==> src/rtl/usb_ps2_keyfifo_pkg.sv <==
// Shared types and constants for the USB->PS/2 scancode FIFO.
// Holds the overrun marker default, the counter-width helper and the state/select enums.
package usb_ps2_keyfifo_pkg;

    localparam logic [7:0] OVF_DEFAULT = 8'hFF;

    // Counter must hold DEPTH itself, hence depth+1.
    function automatic int cnt_width(input int depth);
        return $clog2(depth + 1);
    endfunction

    function automatic int ptr_width(input int depth);
        return (depth > 1) ? $clog2(depth) : 1;
    endfunction

    typedef enum logic {
        ARM_WAIT = 1'b0,
        ARM_LIVE = 1'b1
    } arm_state_t;

    typedef enum logic [1:0] {
        SRC_EMPTY = 2'd0,
        SRC_HEAD  = 2'd1,
        SRC_MARK  = 2'd2
    } out_src_t;

endpackage

==> src/rtl/usb_ps2_keyfifo_if.sv <==
// Bundle of the scancode write side and the CPU key-read side of the FIFO.
// The master drives scancodes, updates and read/flush strobes; the slave is the FIFO.
interface usb_ps2_keyfifo_if
    import usb_ps2_keyfifo_pkg::*;
#(
    parameter int DATA_W = 8,
    parameter int DEPTH  = 16
);
    localparam int CNT_W = cnt_width(DEPTH);

    logic [DATA_W-1:0] kb_scancode;
    logic              kb_scancode_upd;
    logic              keybuf_rd;
    logic              keybuf_reset;
    logic [DATA_W-1:0] keybuf_data;
    logic              keybuf_valid;
    logic [CNT_W-1:0]  keybuf_count;
    logic              keybuf_full;
    logic              keybuf_ovf;

    modport master (
        output kb_scancode, kb_scancode_upd, keybuf_rd, keybuf_reset,
        input  keybuf_data, keybuf_valid, keybuf_count, keybuf_full, keybuf_ovf
    );

    modport slave (
        input  kb_scancode, kb_scancode_upd, keybuf_rd, keybuf_reset,
        output keybuf_data, keybuf_valid, keybuf_count, keybuf_full, keybuf_ovf
    );

endinterface

==> src/rtl/usb_ps2_keyfifo_fwft.sv <==
// Show-ahead storage FIFO: array storage, wrapping pointers, occupancy count.
// The head is a registered read of the next read address, bypassed when that slot is written.
module kbd_fifo_fwft
    import usb_ps2_keyfifo_pkg::*;
#(
    parameter int DATA_W = 8,
    parameter int DEPTH  = 16,
    localparam int CNT_W = cnt_width(DEPTH),
    localparam int PTR_W = ptr_width(DEPTH)
) (
    input  logic              clk,
    input  logic              reset_n,
    input  logic              flush,
    input  logic              wr_en,
    input  logic [DATA_W-1:0] wr_data,
    input  logic              rd_en,
    output logic [DATA_W-1:0] rd_data,
    output logic [CNT_W-1:0]  count,
    output logic              full,
    output logic              empty
);

    logic [DATA_W-1:0] mem [DEPTH];
    logic [DATA_W-1:0] head_reg;
    logic [PTR_W-1:0]  wr_ptr_reg, wr_ptr_next;
    logic [PTR_W-1:0]  rd_ptr_reg, rd_ptr_next;
    logic [CNT_W-1:0]  count_reg, count_next;

    always_comb begin
        wr_ptr_next = wr_ptr_reg;
        rd_ptr_next = rd_ptr_reg;
        count_next  = count_reg;
        if (flush) begin
            wr_ptr_next = '0;
            rd_ptr_next = '0;
            count_next  = '0;
        end else begin
            wr_ptr_next = wr_ptr_reg + PTR_W'(wr_en);
            rd_ptr_next = rd_ptr_reg + PTR_W'(rd_en);
            count_next  = count_reg + CNT_W'(wr_en) - CNT_W'(rd_en);
        end
    end

    always_ff @(posedge clk or negedge reset_n) begin
        if (!reset_n) begin
            wr_ptr_reg <= '0;
            rd_ptr_reg <= '0;
            count_reg  <= '0;
        end else begin
            wr_ptr_reg <= wr_ptr_next;
            rd_ptr_reg <= rd_ptr_next;
            count_reg  <= count_next;
        end
    end

    // Head tracks mem[rd_ptr]; a same-edge write into that slot must win over the stale word.
    always_ff @(posedge clk) begin
        if (wr_en) begin
            mem[wr_ptr_reg] <= wr_data;
        end
        head_reg <= (wr_en && (wr_ptr_reg == rd_ptr_next)) ? wr_data : mem[rd_ptr_next];
    end

    assign rd_data = head_reg;
    assign count   = count_reg;
    assign full    = (count_reg == CNT_W'(DEPTH));
    assign empty   = (count_reg == '0);

endmodule

==> src/rtl/usb_ps2_keyfifo.sv <==
// Scancode FIFO front end: arming after reset, write toggle/pulse detect, read edge detect,
// sticky overrun flag whose marker is presented after all buffered bytes.
module usb_ps2_keyfifo
    import usb_ps2_keyfifo_pkg::*;
#(
    parameter int              DATA_W    = 8,
    parameter int              DEPTH     = 16,
    parameter logic [DATA_W-1:0] OVF_CODE = DATA_W'(OVF_DEFAULT),
    parameter bit              TOGGLE_WR = 1'b1,
    parameter bit              RD_EDGE   = 1'b1
) (
    input  logic               clk,
    input  logic               reset_n,
    usb_ps2_keyfifo_if.slave   bus
);

    localparam int CNT_W = cnt_width(DEPTH);

    arm_state_t        arm_reg, arm_next;
    logic              armed;
    logic              prev_upd_reg;
    logic              wr_stb_reg, wr_stb_next;
    logic [DATA_W-1:0] wr_data_reg;
    logic              rd_q_reg;
    logic              ovf_reg, ovf_next;

    logic              rd_stb;
    logic              pop_real, pop_mark;
    logic              wr_accept, wr_drop;
    logic              fifo_wr_en, fifo_rd_en;
    logic [DATA_W-1:0] fifo_head;
    logic [CNT_W-1:0]  fifo_count;
    logic              fifo_full, fifo_empty;
    out_src_t          out_src;

    // Arming swallows the first cycle so an upd level held through reset is not seen as a write.
    always_comb begin
        arm_next = arm_reg;
        armed    = 1'b0;
        case (arm_reg)
            ARM_WAIT: arm_next = ARM_LIVE;
            ARM_LIVE: armed    = 1'b1;
            default:  arm_next = ARM_WAIT;
        endcase
    end

    assign wr_stb_next = armed && (TOGGLE_WR ? (bus.kb_scancode_upd != prev_upd_reg)
                                             : bus.kb_scancode_upd);
    assign rd_stb      = RD_EDGE ? (bus.keybuf_rd && !rd_q_reg) : bus.keybuf_rd;

    assign pop_real  = rd_stb && !fifo_empty;
    assign pop_mark  = rd_stb && fifo_empty && ovf_reg;
    assign wr_accept = wr_stb_reg && (!fifo_full || pop_real);
    assign wr_drop   = wr_stb_reg && fifo_full && !pop_real;

    assign fifo_wr_en = wr_accept && !bus.keybuf_reset;
    assign fifo_rd_en = pop_real && !bus.keybuf_reset;

    always_comb begin
        ovf_next = ovf_reg;
        if (bus.keybuf_reset) begin
            ovf_next = 1'b0;
        end else if (wr_drop) begin
            ovf_next = 1'b1;
        end else if (pop_mark) begin
            ovf_next = 1'b0;
        end
    end

    always_ff @(posedge clk or negedge reset_n) begin
        if (!reset_n) begin
            arm_reg      <= ARM_WAIT;
            prev_upd_reg <= 1'b0;
            wr_stb_reg   <= 1'b0;
            wr_data_reg  <= '0;
            rd_q_reg     <= 1'b0;
            ovf_reg      <= 1'b0;
        end else begin
            arm_reg      <= arm_next;
            prev_upd_reg <= bus.kb_scancode_upd;
            wr_stb_reg   <= wr_stb_next;
            wr_data_reg  <= bus.kb_scancode;
            rd_q_reg     <= bus.keybuf_rd;
            ovf_reg      <= ovf_next;
        end
    end

    kbd_fifo_fwft #(
        .DATA_W (DATA_W),
        .DEPTH  (DEPTH)
    ) u_fifo (
        .clk     (clk),
        .reset_n (reset_n),
        .flush   (bus.keybuf_reset),
        .wr_en   (fifo_wr_en),
        .wr_data (wr_data_reg),
        .rd_en   (fifo_rd_en),
        .rd_data (fifo_head),
        .count   (fifo_count),
        .full    (fifo_full),
        .empty   (fifo_empty)
    );

    // Stored bytes always drain before the overrun marker is shown.
    always_comb begin
        out_src = SRC_EMPTY;
        if (!fifo_empty) begin
            out_src = SRC_HEAD;
        end else if (ovf_reg) begin
            out_src = SRC_MARK;
        end
    end

    always_comb begin
        bus.keybuf_data  = '0;
        bus.keybuf_valid = 1'b0;
        case (out_src)
            SRC_HEAD: begin
                bus.keybuf_data  = fifo_head;
                bus.keybuf_valid = 1'b1;
            end
            SRC_MARK: begin
                bus.keybuf_data  = OVF_CODE;
                bus.keybuf_valid = 1'b1;
            end
            default: begin
                bus.keybuf_data  = '0;
                bus.keybuf_valid = 1'b0;
            end
        endcase
    end

    assign bus.keybuf_count = fifo_count;
    assign bus.keybuf_full  = fifo_full;
    assign bus.keybuf_ovf   = ovf_reg;

endmodule
==> src/flat_wrapper.sv <==
// flat-port wrapper written by rule: the top's interface ports become plain ports
module usb_ps2_keyfifo_flat import usb_ps2_keyfifo_pkg::*;
#(
    parameter int              DATA_W    = 8,
    parameter int              DEPTH     = 16,
    parameter logic [DATA_W-1:0] OVF_CODE = DATA_W'(OVF_DEFAULT),
    parameter bit              TOGGLE_WR = 1'b1,
    parameter bit              RD_EDGE   = 1'b1
)
  (clk, reset_n, bus_kb_scancode, bus_kb_scancode_upd, bus_keybuf_rd, bus_keybuf_reset, bus_keybuf_data, bus_keybuf_valid, bus_keybuf_count, bus_keybuf_full, bus_keybuf_ovf);
  usb_ps2_keyfifo_if #(.DATA_W(DATA_W), .DEPTH(DEPTH)) bus_i ();
  input  logic clk;
  input  logic reset_n;
  input wire logic [$bits(bus_i.kb_scancode)-1:0] bus_kb_scancode;
  input wire logic [$bits(bus_i.kb_scancode_upd)-1:0] bus_kb_scancode_upd;
  input wire logic [$bits(bus_i.keybuf_rd)-1:0] bus_keybuf_rd;
  input wire logic [$bits(bus_i.keybuf_reset)-1:0] bus_keybuf_reset;
  output wire logic [$bits(bus_i.keybuf_data)-1:0] bus_keybuf_data;
  output wire logic [$bits(bus_i.keybuf_valid)-1:0] bus_keybuf_valid;
  output wire logic [$bits(bus_i.keybuf_count)-1:0] bus_keybuf_count;
  output wire logic [$bits(bus_i.keybuf_full)-1:0] bus_keybuf_full;
  output wire logic [$bits(bus_i.keybuf_ovf)-1:0] bus_keybuf_ovf;
  assign bus_i.kb_scancode = bus_kb_scancode;
  assign bus_i.kb_scancode_upd = bus_kb_scancode_upd;
  assign bus_i.keybuf_rd = bus_keybuf_rd;
  assign bus_i.keybuf_reset = bus_keybuf_reset;
  assign bus_keybuf_data = bus_i.keybuf_data;
  assign bus_keybuf_valid = bus_i.keybuf_valid;
  assign bus_keybuf_count = bus_i.keybuf_count;
  assign bus_keybuf_full = bus_i.keybuf_full;
  assign bus_keybuf_ovf = bus_i.keybuf_ovf;
  usb_ps2_keyfifo #(.DATA_W(DATA_W), .DEPTH(DEPTH), .OVF_CODE(OVF_CODE), .TOGGLE_WR(TOGGLE_WR), .RD_EDGE(RD_EDGE)) u_core (.clk(clk), .reset_n(reset_n), .bus(bus_i));
endmodule
==> config.mk <==
export PLATFORM = sky130hd
export DESIGN_NAME = usb_ps2_keyfifo_flat
export DESIGN_NICKNAME = d
export VERILOG_FILES = /design/src/rtl/usb_ps2_keyfifo_pkg.sv /design/src/rtl/usb_ps2_keyfifo_if.sv /design/src/rtl/usb_ps2_keyfifo_fwft.sv /design/src/rtl/usb_ps2_keyfifo.sv /design/src/flat_wrapper.sv
export SDC_FILE = /design/constraint.sdc
export NUM_CORES = 1
export LEC_CHECK = 0
export CAP_MARGIN = 20
export CORE_UTILIZATION = 54
export CTS_CLUSTER_DIAMETER = 100
export CTS_CLUSTER_SIZE = 40
export DETAILED_ROUTE_END_ITERATION = 12
export PLACE_DENSITY_LB_ADDON = 0.1
export REMOVE_ABC_BUFFERS = 1
export SKIP_LAST_GASP = 1
export SYNTH_ARGS = -nofsm -noshare
export SYNTH_HDL_FRONTEND = slang
export SYNTH_SLANG_ARGS = --single-unit
export TNS_END_PERCENT = 100
==> constraint.sdc <==
create_clock -name clk -period 2.3 [get_ports clk]
set_input_delay 0.46 -clock clk [delete_from_list [all_inputs] [get_ports clk]]
set_output_delay 0.46 -clock clk [all_outputs]
set_load 0.03 [all_outputs]
==> results.md, run 1 <==
- Run status: complete, but fails checks
- Failing checks: setup timing
- Clock Path Buffers: 2
- Tot GR Track Use: 0.233
- Worst VDD drop: 0.918 mV
- Final Routed Wirelength: 12.7 mm
- Core Footprint: 11000 µm²
- Register area: 4580 µm²
- Largest net degree at the start of global routing: 27
- R2R depth: 13
- CP Capture Type: output pin
- Setup slack, reg-to-reg: -0.08 ns
- Fill cells: 689
- RSZ-0062 raised after global routing: true
- Clk_lat worst skew: 0.42 ns
- Largest register FFs: 128
- CP top delay family: multiplexers
- Worst path depth: 5
- Residual DRC count: 0
- First-pass GRT wire length: 19.2 mm
- Worst Path Required: 1.84 ns
- Layout Nets: 438
- Crit path buf inv count: 2
- Drt pass-1 iters: 4
- Initial core utilization: 0.565
- Final min period: 2.57 ns
- Diode count: 0
- CTS Hold Bufs: 0
- IO Count: 29
- Setup tns final: -2.06 ns
- Largest stage delay on the critical path: 0.59 ns
- CTS tree: yes
- Final worst-path cycle share: 1.12
- Dpl hpwl: 7.49 mm
- Final hold violation count: 0
- Initial antenna violation count: 0
- Setup ws final: -0.267 ns
- Startpoint types: register
- Max-Slew Margin vs Limit: 0.581
- DRT antenna net count: 0
- Iteration-0 DRC Markers: 191
- Util after Layout: 0.718
- GPL Wtd Cong: 0.773
- Fmax: 0.390 GHz
- Avg Inst Size Synth: 18.5 µm²
- Die width: 109 µm
- Via count: 3256
- # rows: 38
- Reg2reg start: u_core.u_fifo.count[3]
- Post-Syn Instances: 337
- CP Cell Sequence: buf_12 -> mux4_1 -> a211oi_2 -> a21oi_2 -> buf_6
- Mapped Area: 6230 µm²
- Die footprint: 12000 µm²
- Setup Skew: 0.0109 ns
- Area delta synth->final: 27.0%
- Synth warnings: 0
- H-tree levels: 4
- Endpoints failing setup: 10
- GR Overflow Total: 0
- Clk sink count: 158
- Slew Viols, Final: 0
- CTS buffer count: 17
- Actual slew at the worst max-slew pin: 0.628 ns
- Via density: 5.74
- Arrival time at the worst endpoint: 2.11 ns
- Die H: 109 µm
- Leakage Power: 2.70 nW
- Sequential area share after synthesis: 0.734
- Worst setup path category: register to output pin
- Number of global-route vias before repair: 3353
- Worst r2r dst: u_core.u_fifo.count[4]
- #FFs+latches synth: 158
- DR WL/cell: 22.4 µm
- HP Class: input pin to async pin
- End point of the critical path: bus_keybuf_data[2]
- Input/output buffers: 28
- Multi-input logic area: 1780 µm²
- Slowest library cell on the worst path: mux4_1
- Worst-path maximum fanout: 6
- PD cells: 999 nW/µm²
- Max Cap Violations: 0
- Clock slew at the register clock pins of the worst setup and hold paths: 0.06 ns
- Yosys cell types: 40
- Fraction of layout instances using a drive strength above 1: 0.386
- Clock root buffer: clkbuf_16
repair_timing:
action / in CTS / in global routing
gates cloned: 4 / 0
pin swaps: 20 / 14
setup buffers: 5 / 3
gates resized for setup: 56 / 36
endpoints found under the setup margin: 12 / 36
placed cells by master (no fill, tap or decap), drive strengths merged, types with 6 or more instances in the layout:
cell type,count
clkbuf,19
edfxtp,128
nor2,19
dfrtp,26
mux4,24
mux2i,16
a21oi,11
inv,9
nor2b,10
buf,57
clkinv,7
clkdlybuf4s50,18
ha,10
a22oi,8
nor3,6
o22ai,8
a211oi,8
per-stage QoR:
| step | hold WS (ns) | instance area, µm² | cells | setup WS (ns) | power (W) |
|---|---|---|---|---|---|
| floorplan | 0.164 | 6120 | 319 | -1.02 | 0.00409 |
| global placement | 0.454 | 6900 | 525 | -0.447 | 0.00472 |
| detailed placement | 0.463 | 6900 | 525 | -0.555 | 0.00474 |
| CTS | 0.408 | 7820 | 566 | -0.284 | 0.00782 |
| global route | 0.431 | 7920 | 567 | -0.329 | 0.00817 |
| finish | 0.396 | 7920 | 567 | -0.267 | 0.00791 |
cell families (layout without fill, tap and decap cells):
logic type      count (synthesis)  after routing  synth area share
other cells                     1              1          0.000602
fa+ha+maj                      11             11            0.0233
buf+inv                        27            117            0.0233
mux                            40             40             0.118
flops                         158            158             0.734
compound gates                 38             38            0.0418
xor+xnor                        7              7           0.00984
simple gates                   55             55            0.0496
worst min path at each step:
stage                              to  depth (start not counted)  slack (ns)
6_report       u_core.u_fifo.count[2]                          2        0.40
5_1_grt        u_core.u_fifo.count[3]                          2        0.43
4_1_cts        u_core.u_fifo.count[3]                          2        0.41
3_5_place_dp        u_core.wr_stb_reg                          1        0.46
3_3_place_gp        u_core.wr_stb_reg                          1        0.45
2_1_floorplan          u_core.arm_reg                          0        0.16
worst reg2reg max path, cell delays in order (launching register included):
cell and delay, ns:
dfrtp_1 0.38, inv_2 0.08, ha_4 0.14, nor4b_4 0.27, nor3_4 0.08, ha_4 0.24, inv_2 0.06, ha_4 0.13
inv_2 0.04, fa_2 0.39, nor2b_2 0.13, o21bai_1 0.11, nand3_1 0.08, nor3b_2 0.17
cell usage after synthesis (all sizes together):
master / number / area share
a211oi: 8 / 0.0096
a21o: 1 / 0.0012
a21oi: 11 / 0.011
a22oi: 8 / 0.0096
a32oi: 1 / 0.0014
and2: 2 / 0.0020
and4bb: 1 / 0.0026
buf: 14 / 0.015
clkbuf: 4 / 0.0024
conb: 1 / 0.00060
dfrtp: 26 / 0.10
dfxtp: 4 / 0.013
edfxtp: 128 / 0.62
fa: 1 / 0.0032
ha: 10 / 0.020
inv: 9 / 0.0054
mux2i: 16 / 0.026
mux4: 24 / 0.092
nand2: 1 / 0.00060
nand2b: 4 / 0.0040
nand3: 4 / 0.0032
nand3b: 3 / 0.0036
nor2: 19 / 0.011
nor2b: 10 / 0.010
nor3: 6 / 0.0056
nor3b: 1 / 0.0012
nor4b: 1 / 0.0014
o21bai: 1 / 0.0012
o22ai: 8 / 0.0080
or3: 1 / 0.0010
or3b: 2 / 0.0028
xnor2: 3 / 0.0042
xor2: 4 / 0.0056
per-layer routing:
| layer | vias to the layer above | share of wire | track usage |
|---|---|---|---|
| met3 | 13 | 0.052 | 0.0510 |
| met1 | 1671 | 0.43 | 0.337 |
| met2 | 100 | 0.50 | 0.349 |
| li1 | 1472 | - | - |
| met5 | - | 0 | 0 |
| met4 | 0 | 0.017 | 0.0943 |
final cells by class:
type	instances	share of cell area
well taps	140	0.0221
multi-input cells	152	0.224
clock inverters	13	0.0186
clock buffers	19	0.0547
repair buffers	76	0.0978
flip-flops and latches	158	0.578
inverters	9	0.00427
power by group:
group          switching [W]  internal [W]  leakage, nW
sequential         0.0000880       0.00315         1.52
combinational        0.00101      0.000919        0.908
clock                0.00105       0.00169        0.275
No activity file was read; power rests on OpenSTA's default activity.
==> run 2: changes to the inputs <==
PLACE_DENSITY = 0.8   (was default)
PLACE_DENSITY_LB_ADDON = default   (was 0.1)
==> run 2 against run 1 <==
Effect of this change: global-route usage is 0.79 points higher; the flow still finishes with violations (setup timing); worst setup slack worse by 0.015 ns; clock-buffer cell count is 5 higher; largest power group unchanged.
==> results.md, run 2 (same netlist as run 1, synthesis figures left out) <==
- Largest stage delay on the critical path: 0.54 ns
- Leakage Power: 2.69 nW
- # rows: 38
- Fmax: 0.387 GHz
- RSZ-0062 raised after global routing: true
- Die width: 109 µm
- Initial core utilization: 0.565
- Clock Path Buffers: 2
- Slowest library cell on the worst path: mux4_2
- Failing checks: setup timing
- Actual slew at the worst max-slew pin: 0.606 ns
- Max Cap Violations: 0
- CP most frequent cell: buf_12
- Tot GR Track Use: 0.241
- CP Capture Type: output pin
- Worst Path Required: 1.84 ns
- Area delta synth->final: 26.5%
- Via count: 3288
- Die footprint: 12000 µm²
- Fill cells: 668
- Finished Layout Cells: 568
- Clk sink count: 158
- Number of global-route vias before repair: 3477
- Total chip power: 0.00782 W
- Input/output buffers: 28
- Largest net degree at the start of global routing: 27
- Commonest non-fill, non-tap cell in the layout: edfxtp_1
- Worst VDD drop: 1.19 mV
- PD cells: 992 nW/µm²
- Most frequent cells in the layout: 128 x edfxtp_1, 41 x buf_4, 26 x dfrtp_1
- Clock slew at the register clock pins of the worst setup and hold paths: 0.06 ns
- CP top delay family: multiplexers
- Via density: 5.79
- Fraction of layout instances using a drive strength above 1: 0.376
- Drt pass-1 iters: 4
- Setup Skew: 0.00796 ns
- Setup ws final: -0.282 ns
- Crit path buf inv count: 3
- Final min period: 2.58 ns
- Slew Viols, Final: 0
- Layout Nets: 439
- CTS buffer count: 17
- IO Count: 29
- Largest register FFs: 128
- Arrival time at the worst endpoint: 2.12 ns
- Diode count: 0
- First-pass GRT wire length: 19.8 mm
- Inst Count DP: 526
- GR Overflow Total: 0
- Die H: 109 µm
- Iteration-0 DRC Markers: 287
- DR WL/cell: 23.0 µm
- Residual DRC count: 0
- CTS tree: yes
- Worst setup path category: register to output pin
- Setup WS pre-CTS: -0.550 ns
- Worst-path maximum fanout: 6
- GPL Wtd Cong: 0.758
- Final worst-path cycle share: 1.12
- CP Cell Sequence: buf_12 -> buf_12 -> mux4_2 -> a22oi_2 -> a21oi_1 -> buf_4
- Initial antenna violation count: 0
- Startpoint types: register
- Clk_lat worst skew: 0.42 ns
- HP Class: input pin to async pin
- Run status: complete, but fails checks
- Endpoints failing setup: 9
- Max-Slew Margin vs Limit: 0.596
- Setup tns final: -2.18 ns
- H-tree levels: 4
- Core Footprint: 11000 µm²
- DRT antenna net count: 0
- Clock root buffer: clkbuf_16
- CTS Hold Bufs: 0
- Final hold violation count: 0
- Final Routed Wirelength: 13.0 mm
- Dpl hpwl: 7.66 mm
run 2: per-stage QoR:
step                      hold slack [ns]  cell area (µm²)   util
after detailed placement            0.464             6910  0.626
after global routing                0.465             7880  0.715
after floorplan                     0.164             6120      -
after CTS                           0.433             7760  0.704
after global placement              0.436             6910  0.626
final                               0.434             7880  0.715
run 2: per-layer routing:
| layer | global-route usage | routed length, µm | vias to the layer above | part of all wire |
|---|---|---|---|---|
| met2 | 0.377 | 6550 | 115 | 0.50 |
| met4 | 0.101 | 274 | 0 | 0.021 |
| met5 | 0 | 0 | - | 0 |
| met3 | 0.0616 | 975 | 18 | 0.075 |
| li1 | - | - | 1480 | - |
| met1 | 0.326 | 5250 | 1675 | 0.40 |
run 2: cell type report:
class                      count  area [µm²]  area share
multi-input combinational    152        1760       0.223
inverter                       9        36.3     0.00460
clock inverter                 8        51.3     0.00651
timing repair buffer          77         766      0.0971
tap                          140         175      0.0222
sequential                   158        4580       0.581
clock buffer                  24         514      0.0652
run 2: repair_timing:
item / 4_1_cts / 5_1_grt
setup buffers: 5 / 5
setup endpoints to repair: 11 / 46
hold endpoints to repair: 0 / 0
pin swaps: 20 / 21
cloned: 3 / 0
gates resized for setup: 50 / 38
run 2: power breakdown:
part | total, W | switching [W] | internal (W)
Clock | 0.00263 | 0.00106 | 0.00156
Combinational | 0.00196 | 0.00103 | 0.000926
Sequential | 0.00324 | 0.0000840 | 0.00315
Total | 0.00782 | 0.00218 | 0.00564
run 2: path summary, 6_finish.rpt:
path	start	end	slack [ns]	cells after the start
worst max-delay path	register	bus_keybuf_data[7]	-0.28	6
worst min-delay path	reset_n	u_core.arm_reg	0.43	2
worst max register to register	u_core.u_fifo.count[2]	u_core.u_fifo.count[4]	-0.17	14
worst min register to register	u_core.arm_reg	u_core.wr_stb_reg	0.48	1
max in group asynchronous	reset_n	u_core.wr_data_reg[6]	1.59	2
min in group clk	u_core.arm_reg	u_core.wr_stb_reg	0.48	1
